## src/rtl/spi_reg_bridge.sv

```systemverilog
// spi_reg_bridge: turns SPI chip-select frames into single (or, with SPI_REG_BRIDGE_BURST_EN, incrementing burst) register bus reads/writes.
// Latency: rx strobe -> o_bus_req 1 cycle; i_bus_ack -> o_tx_valid/o_bus_req drop 1 cycle (zero-wait read: 3 cycles strobe to load).
// Backpressure: none toward the slave; words arriving while an access is outstanding are dropped and flag sticky o_overrun.
module spi_reg_bridge #(
    parameter int K_DWIDTH = 16,
    parameter int K_AWIDTH = 8
) (
    input  logic                i_clk,
    input  logic                i_rst,
    input  logic [K_DWIDTH-1:0] i_rx_data,
    input  logic                i_rx_event,
    input  logic                i_selected,
    output logic [K_DWIDTH-1:0] o_tx_data,
    output logic                o_tx_valid,
    output logic                o_bus_req,
    output logic                o_bus_we,
    output logic [K_AWIDTH-1:0] o_bus_addr,
    output logic [K_DWIDTH-1:0] o_bus_wdata,
    input  logic                i_bus_ack,
    input  logic [K_DWIDTH-1:0] i_bus_rdata,
    output logic                o_overrun,
    output logic                o_busy
);

    typedef enum logic [2:0] {
        S_IDLE  = 3'd0,
        S_CMD   = 3'd1,
        S_WDATA = 3'd2,
        S_WBUS  = 3'd3,
        S_RBUS  = 3'd4,
        S_RDATA = 3'd5,
        S_DONE  = 3'd6
    } state_t;

    state_t                state, state_nxt;
    logic [K_AWIDTH-1:0]   addr_nxt;
    logic [K_DWIDTH-1:0]   tx_data_nxt, wdata_nxt;
    logic                  tx_valid_nxt, req_nxt, we_nxt, overrun_nxt, busy_nxt;

`ifdef SPI_REG_BRIDGE_BURST_EN
    logic [K_AWIDTH-1:0]   addr_inc;
    assign addr_inc = o_bus_addr + K_AWIDTH'(1);
`endif

    always_comb begin
        state_nxt    = state;
        addr_nxt     = o_bus_addr;
        req_nxt      = o_bus_req;
        we_nxt       = o_bus_we;
        wdata_nxt    = o_bus_wdata;
        tx_data_nxt  = o_tx_data;
        tx_valid_nxt = 1'b0;
        overrun_nxt  = o_overrun;
        case (state)
            S_IDLE: begin
                if (i_selected) begin
                    state_nxt   = S_CMD;
                    overrun_nxt = 1'b0;
                end
            end
            S_CMD: begin
                if (!i_selected) begin
                    state_nxt = S_IDLE;
                end else if (i_rx_event) begin
                    addr_nxt = i_rx_data[K_AWIDTH-1:0];
                    if (i_rx_data[K_DWIDTH-1]) begin
                        state_nxt = S_WDATA;
                    end else begin
                        state_nxt = S_RBUS;
                        req_nxt   = 1'b1;
                        we_nxt    = 1'b0;
                    end
                end
            end
            S_WDATA: begin
                if (!i_selected) begin
                    state_nxt = S_IDLE;
                end else if (i_rx_event) begin
                    state_nxt = S_WBUS;
                    wdata_nxt = i_rx_data;
                    we_nxt    = 1'b1;
                    req_nxt   = 1'b1;
                end
            end
            // A deselect here must not abandon the request: wait for ack, then go idle.
            S_WBUS: begin
                if (i_rx_event) overrun_nxt = 1'b1;
                if (i_bus_ack && o_bus_req) begin
                    req_nxt = 1'b0;
                    if (!i_selected) begin
                        state_nxt = S_IDLE;
                    end else begin
`ifdef SPI_REG_BRIDGE_BURST_EN
                        state_nxt = S_WDATA;
                        addr_nxt  = addr_inc;
`else
                        state_nxt = S_DONE;
`endif
                    end
                end
            end
            S_RBUS: begin
                if (i_rx_event) overrun_nxt = 1'b1;
                if (i_bus_ack && o_bus_req) begin
                    req_nxt = 1'b0;
                    if (!i_selected) begin
                        state_nxt = S_IDLE;
                    end else begin
                        state_nxt    = S_RDATA;
                        tx_data_nxt  = i_bus_rdata;
                        tx_valid_nxt = 1'b1;
                    end
                end
            end
            S_RDATA: begin
                if (!i_selected) begin
                    state_nxt = S_IDLE;
                end else if (i_rx_event) begin
`ifdef SPI_REG_BRIDGE_BURST_EN
                    state_nxt = S_RBUS;
                    addr_nxt  = addr_inc;
                    req_nxt   = 1'b1;
                    we_nxt    = 1'b0;
`else
                    state_nxt = S_DONE;
`endif
                end
            end
            S_DONE: begin
                if (!i_selected) state_nxt = S_IDLE;
            end
            default: begin
                state_nxt = S_IDLE;
                req_nxt   = 1'b0;
            end
        endcase
        busy_nxt = (state_nxt != S_IDLE);
    end

    always_ff @(posedge i_clk) begin
        if (i_rst) begin
            state       <= S_IDLE;
            o_bus_addr  <= '0;
            o_bus_req   <= 1'b0;
            o_bus_we    <= 1'b0;
            o_bus_wdata <= '0;
            o_tx_data   <= '0;
            o_tx_valid  <= 1'b0;
            o_overrun   <= 1'b0;
            o_busy      <= 1'b0;
        end else begin
            state       <= state_nxt;
            o_bus_addr  <= addr_nxt;
            o_bus_req   <= req_nxt;
            o_bus_we    <= we_nxt;
            o_bus_wdata <= wdata_nxt;
            o_tx_data   <= tx_data_nxt;
            o_tx_valid  <= tx_valid_nxt;
            o_overrun   <= overrun_nxt;
            o_busy      <= busy_nxt;
        end
    end

endmodule

```

## config.mk

```make
export PLATFORM = sky130hd
export DESIGN_NAME = spi_reg_bridge
export DESIGN_NICKNAME = d
export VERILOG_FILES = /design/src/rtl/spi_reg_bridge.sv
export SDC_FILE = /design/constraint.sdc
export NUM_CORES = 1
export LEC_CHECK = 0
export CORE_MARGIN = 2
export CORE_UTILIZATION = 40
export DETAILED_ROUTE_END_ITERATION = 7
export PLACE_DENSITY = 0.77
export SYNTH_ARGS = -nofsm -noshare
export SYNTH_HDL_FRONTEND = slang
export SYNTH_SLANG_ARGS = --single-unit
```

## constraint.sdc

```tcl
create_clock -name i_clk -period 3.95 [get_ports i_clk]
set_clock_uncertainty 0.15 [all_clocks]
set_input_delay 0.9875 -clock i_clk [delete_from_list [all_inputs] [get_ports i_clk]]
set_output_delay 0.9875 -clock i_clk [all_outputs]
set_load 0.005 [all_outputs]
```

==> impl_metrics.csv <==
group,metric,value,unit
outcome,status,"complete, no violations",
global_routing,grt_pass1_vias,1505,
power_and_ir_drop,power.static_leakage,0.937,nW
cts,cts_root_buf,"clkbuf_8",
critical_path,cp-start-kind,"primary input",
sta,slew_viol_final,0,
sta,final.setup.worst_slack,1420,ps
cts,cts_num_sinks,48,
critical_path,cp_max_fo,16,
worst_hold_path,min_to,"o_bus_wdata[7]$_SDFFE_PP0P_",
placed_design,place_area,2690,sq um
layout,drive_gt1_frac,0.0565,
cts,post-cts-setup-buffer-count,0,
critical_path,cp.arrival,2610,ps
sta,slew-limit-headroom,0.580,
synth,synthesis.area_per_instance,9.20,sq um
route,wire_per_inst,12.6,um
cts,htreeDepth,2,
die,die_y,72.7,um
critical_path,r2r_end,"o_tx_data[6]$_SDFFE_PP0P_",
cts,cts_tree,"done",
route,drc,0,
cts,cts_buffers,5,
critical_path,critPathSlowestCell,"clkdlybuf4s50_1",
critical_path,r2r-start,"state[2]$_SDFF_PP0_",
sta,period_minus_slack,2530,ps
sta,rsz0062_at_grt,"no",
cts,clk_latency,290,ps
critical_path,r2r_cells,5,
cts,cts_buffer_depth,2,
route,via_per_inst,4.95,
synth,synth_seq_area_share,0.510,
synth,yosysTopAreaCell,"dfxtp_1",
route,first_pass_iters,4,
die,fp.coreArea,4440,sq um
sta,tightest_slew,629,ps
critical_path,slowest_delay,610,ps
global_routing,grt_pass1_wl,6810,um
critical_path,critical_path_class,"in -> reg",
die,fp.dieArea,5280,sq um
worst_hold_path,min_from,"o_bus_wdata[7]$_SDFFE_PP0P_",
route,first_iter_violations,111,
synth,syn_inst,205,
synth,netlist_area,1890,sq um
worst_hold_path,hold_depth,2,
synth,synth_top_area_frac,0.510,
critical_path,cp_cell_sequence,"clkdlybuf4s50_1 -> nand3b_2 -> nor2_2 -> nand2_1 -> a21oi_1",
synth,ys_warn_count,0,
synth,ys_ff_latch,48,
sta,tns,0,ps
sta,setup_viol,0,
die,rows,24,
layout,layout_commonest_cell,"clkdlybuf4s50_1",
critical_path,end_kind,"flop",
cts,cts_resized,0,
power_and_ir_drop,power,0.000935,W
critical_path,cp.required,4030,ps
synth,netlist_top_cells_area,"dfxtp_1, mux2i_1, nand2_1",
layout,postLayoutCellArea,2810,sq um
worst_hold_path,hp-class,"reg -> reg",
power_and_ir_drop,irDropWorstVdd,217,uV
global_routing,grt_overflow,0,
global_routing,grt_max_degree,27,
placed_design,detailedPlacementHpwl,3000,um
sta,min_period_over_period,0.641,
placed_design,place_congestion,0.862,
synth,synth_cell_types,33,
die,chipWidth,72.7,um
critical_path,rrSetupSlack,2010,ps
cts,holdBufCountCts,0,
placed_design,io_buffers,81,
route,drt-total-wl,4230,um
layout,nets,319,
layout,area_growth,48.8,%
route,ant_nets,0,
layout,most-common-layout-cells,"clkdlybuf4s50_1, dfxtp_1, nand2_1, nor2_1",
die,start_util,0.424,
layout,n_antenna_cell,0,
job,max_cap_violations,0,
sta,finalHoldViolations,0,
die,ios,82,
sta,fmax,395,MHz
cts,clk_transition_reported_paths,90,ps
power_and_ir_drop,power_density,333,nW/um^2
global_routing,grtUsageTotal,0.164,
global_routing,antenna_found_initial,0,
layout,finalCoreUtilization,0.631,
synth,syn_nets,242,
placed_design,pre_cts_slack,1080,ps
route,num_vias,1658,
cell usage after synthesis:
library cell   n
a211oi_1       1
a21oi_1       24
a22o_1         1
a22oi_1        1
a32oi_1        1
and3_1         1
buf_12         1
buf_2          5
buf_6          2
clkbuf_1       5
clkinv_1       1
dfxtp_1       48
inv_1          1
inv_2          1
mux2i_1       24
nand2_1       35
nand2b_1       3
nand3b_1       3
nand3b_2       1
nor2_1        29
nor2_2         1
nor2_4         1
nor2b_1        1
nor3_1         1
nor4_1         1
nor4bb_4       1
o21ai_1        2
o22ai_1        1
o32ai_1        2
or2_1          1
or3_1          3
or3b_1         1
or4_1          1
worst max-delay path: cells and delay by family:
| kind | cells | cell delay [ps] |
|---|---|---|
| simple gates | 3 | 870 |
| compound gates | 1 | 140 |
| buf+inv | 1 | 610 |
metrics by stage:
stage,std cells,hold slack (ps)
6_report,335,308
5_1_grt,335,334
4_1_cts,335,312
3_5_place_dp,327,299
3_3_place_gp,327,290
2_1_floorplan,205,303
worst max-delay path by stage:
| stage | cells past startpoint | to | from |
|---|---|---|---|
| floorplan | 6 | o_tx_data[15]$_SDFFE_PP0P_ | i_bus_ack |
| global placement | 5 | o_bus_wdata[12]$_SDFFE_PP0P_ | i_selected |
| detailed placement | 5 | o_bus_wdata[6]$_SDFFE_PP0P_ | i_selected |
| CTS | 5 | o_bus_wdata[6]$_SDFFE_PP0P_ | i_selected |
| global route | 5 | o_bus_wdata[8]$_SDFFE_PP0P_ | i_selected |
| finish | 5 | o_bus_wdata[6]$_SDFFE_PP0P_ | i_selected |
final cells by class:
cell class	count	area, sq um
clock buffers	6	82.6
clock inverters	2	38.8
fillers	372	1640
inverters	3	11.3
multi-input cells	141	827
flip-flops and latches	48	961
well taps	52	65.1
repair buffers	83	821
flip-flops by register name, indices dropped and copies added (netlist names):
signal / count
o_bus_addr: 8
o_bus_req: 1
o_bus_wdata: 16
o_bus_we: 1
o_busy: 1
o_overrun: 1
o_tx_data: 16
o_tx_valid: 1
state: 3
routing by layer:
| metal | vias up | global-route usage | part of all wire |
|---|---|---|---|
| li1 | 844 | - | - |
| met1 | 738 | 0.212 | 0.46 |
| met2 | 69 | 0.263 | 0.47 |
| met3 | 7 | 0.0345 | 0.060 |
| met4 | 0 | 0.0782 | 0.017 |
| met5 | - | 0 | 0 |
where the power goes:
group	switching [W]	internal (W)	leakage, nW
clock network	0.000156	0.000207	0.0614
logic	0.0000297	0.0000483	0.488
registers	0.00000578	0.000489	0.387
total	0.000191	0.000744	0.937
logic make-up after synthesis:
group / count (synthesis) / synth area share
AOI/OAI and AO/OA: 33 / 0.0989
buffers and inverters: 16 / 0.0518
and+or+nand+nor: 84 / 0.212
DFF: 48 / 0.510
muxes: 24 / 0.127
Note: power is estimated with default switching activity, not from simulation.
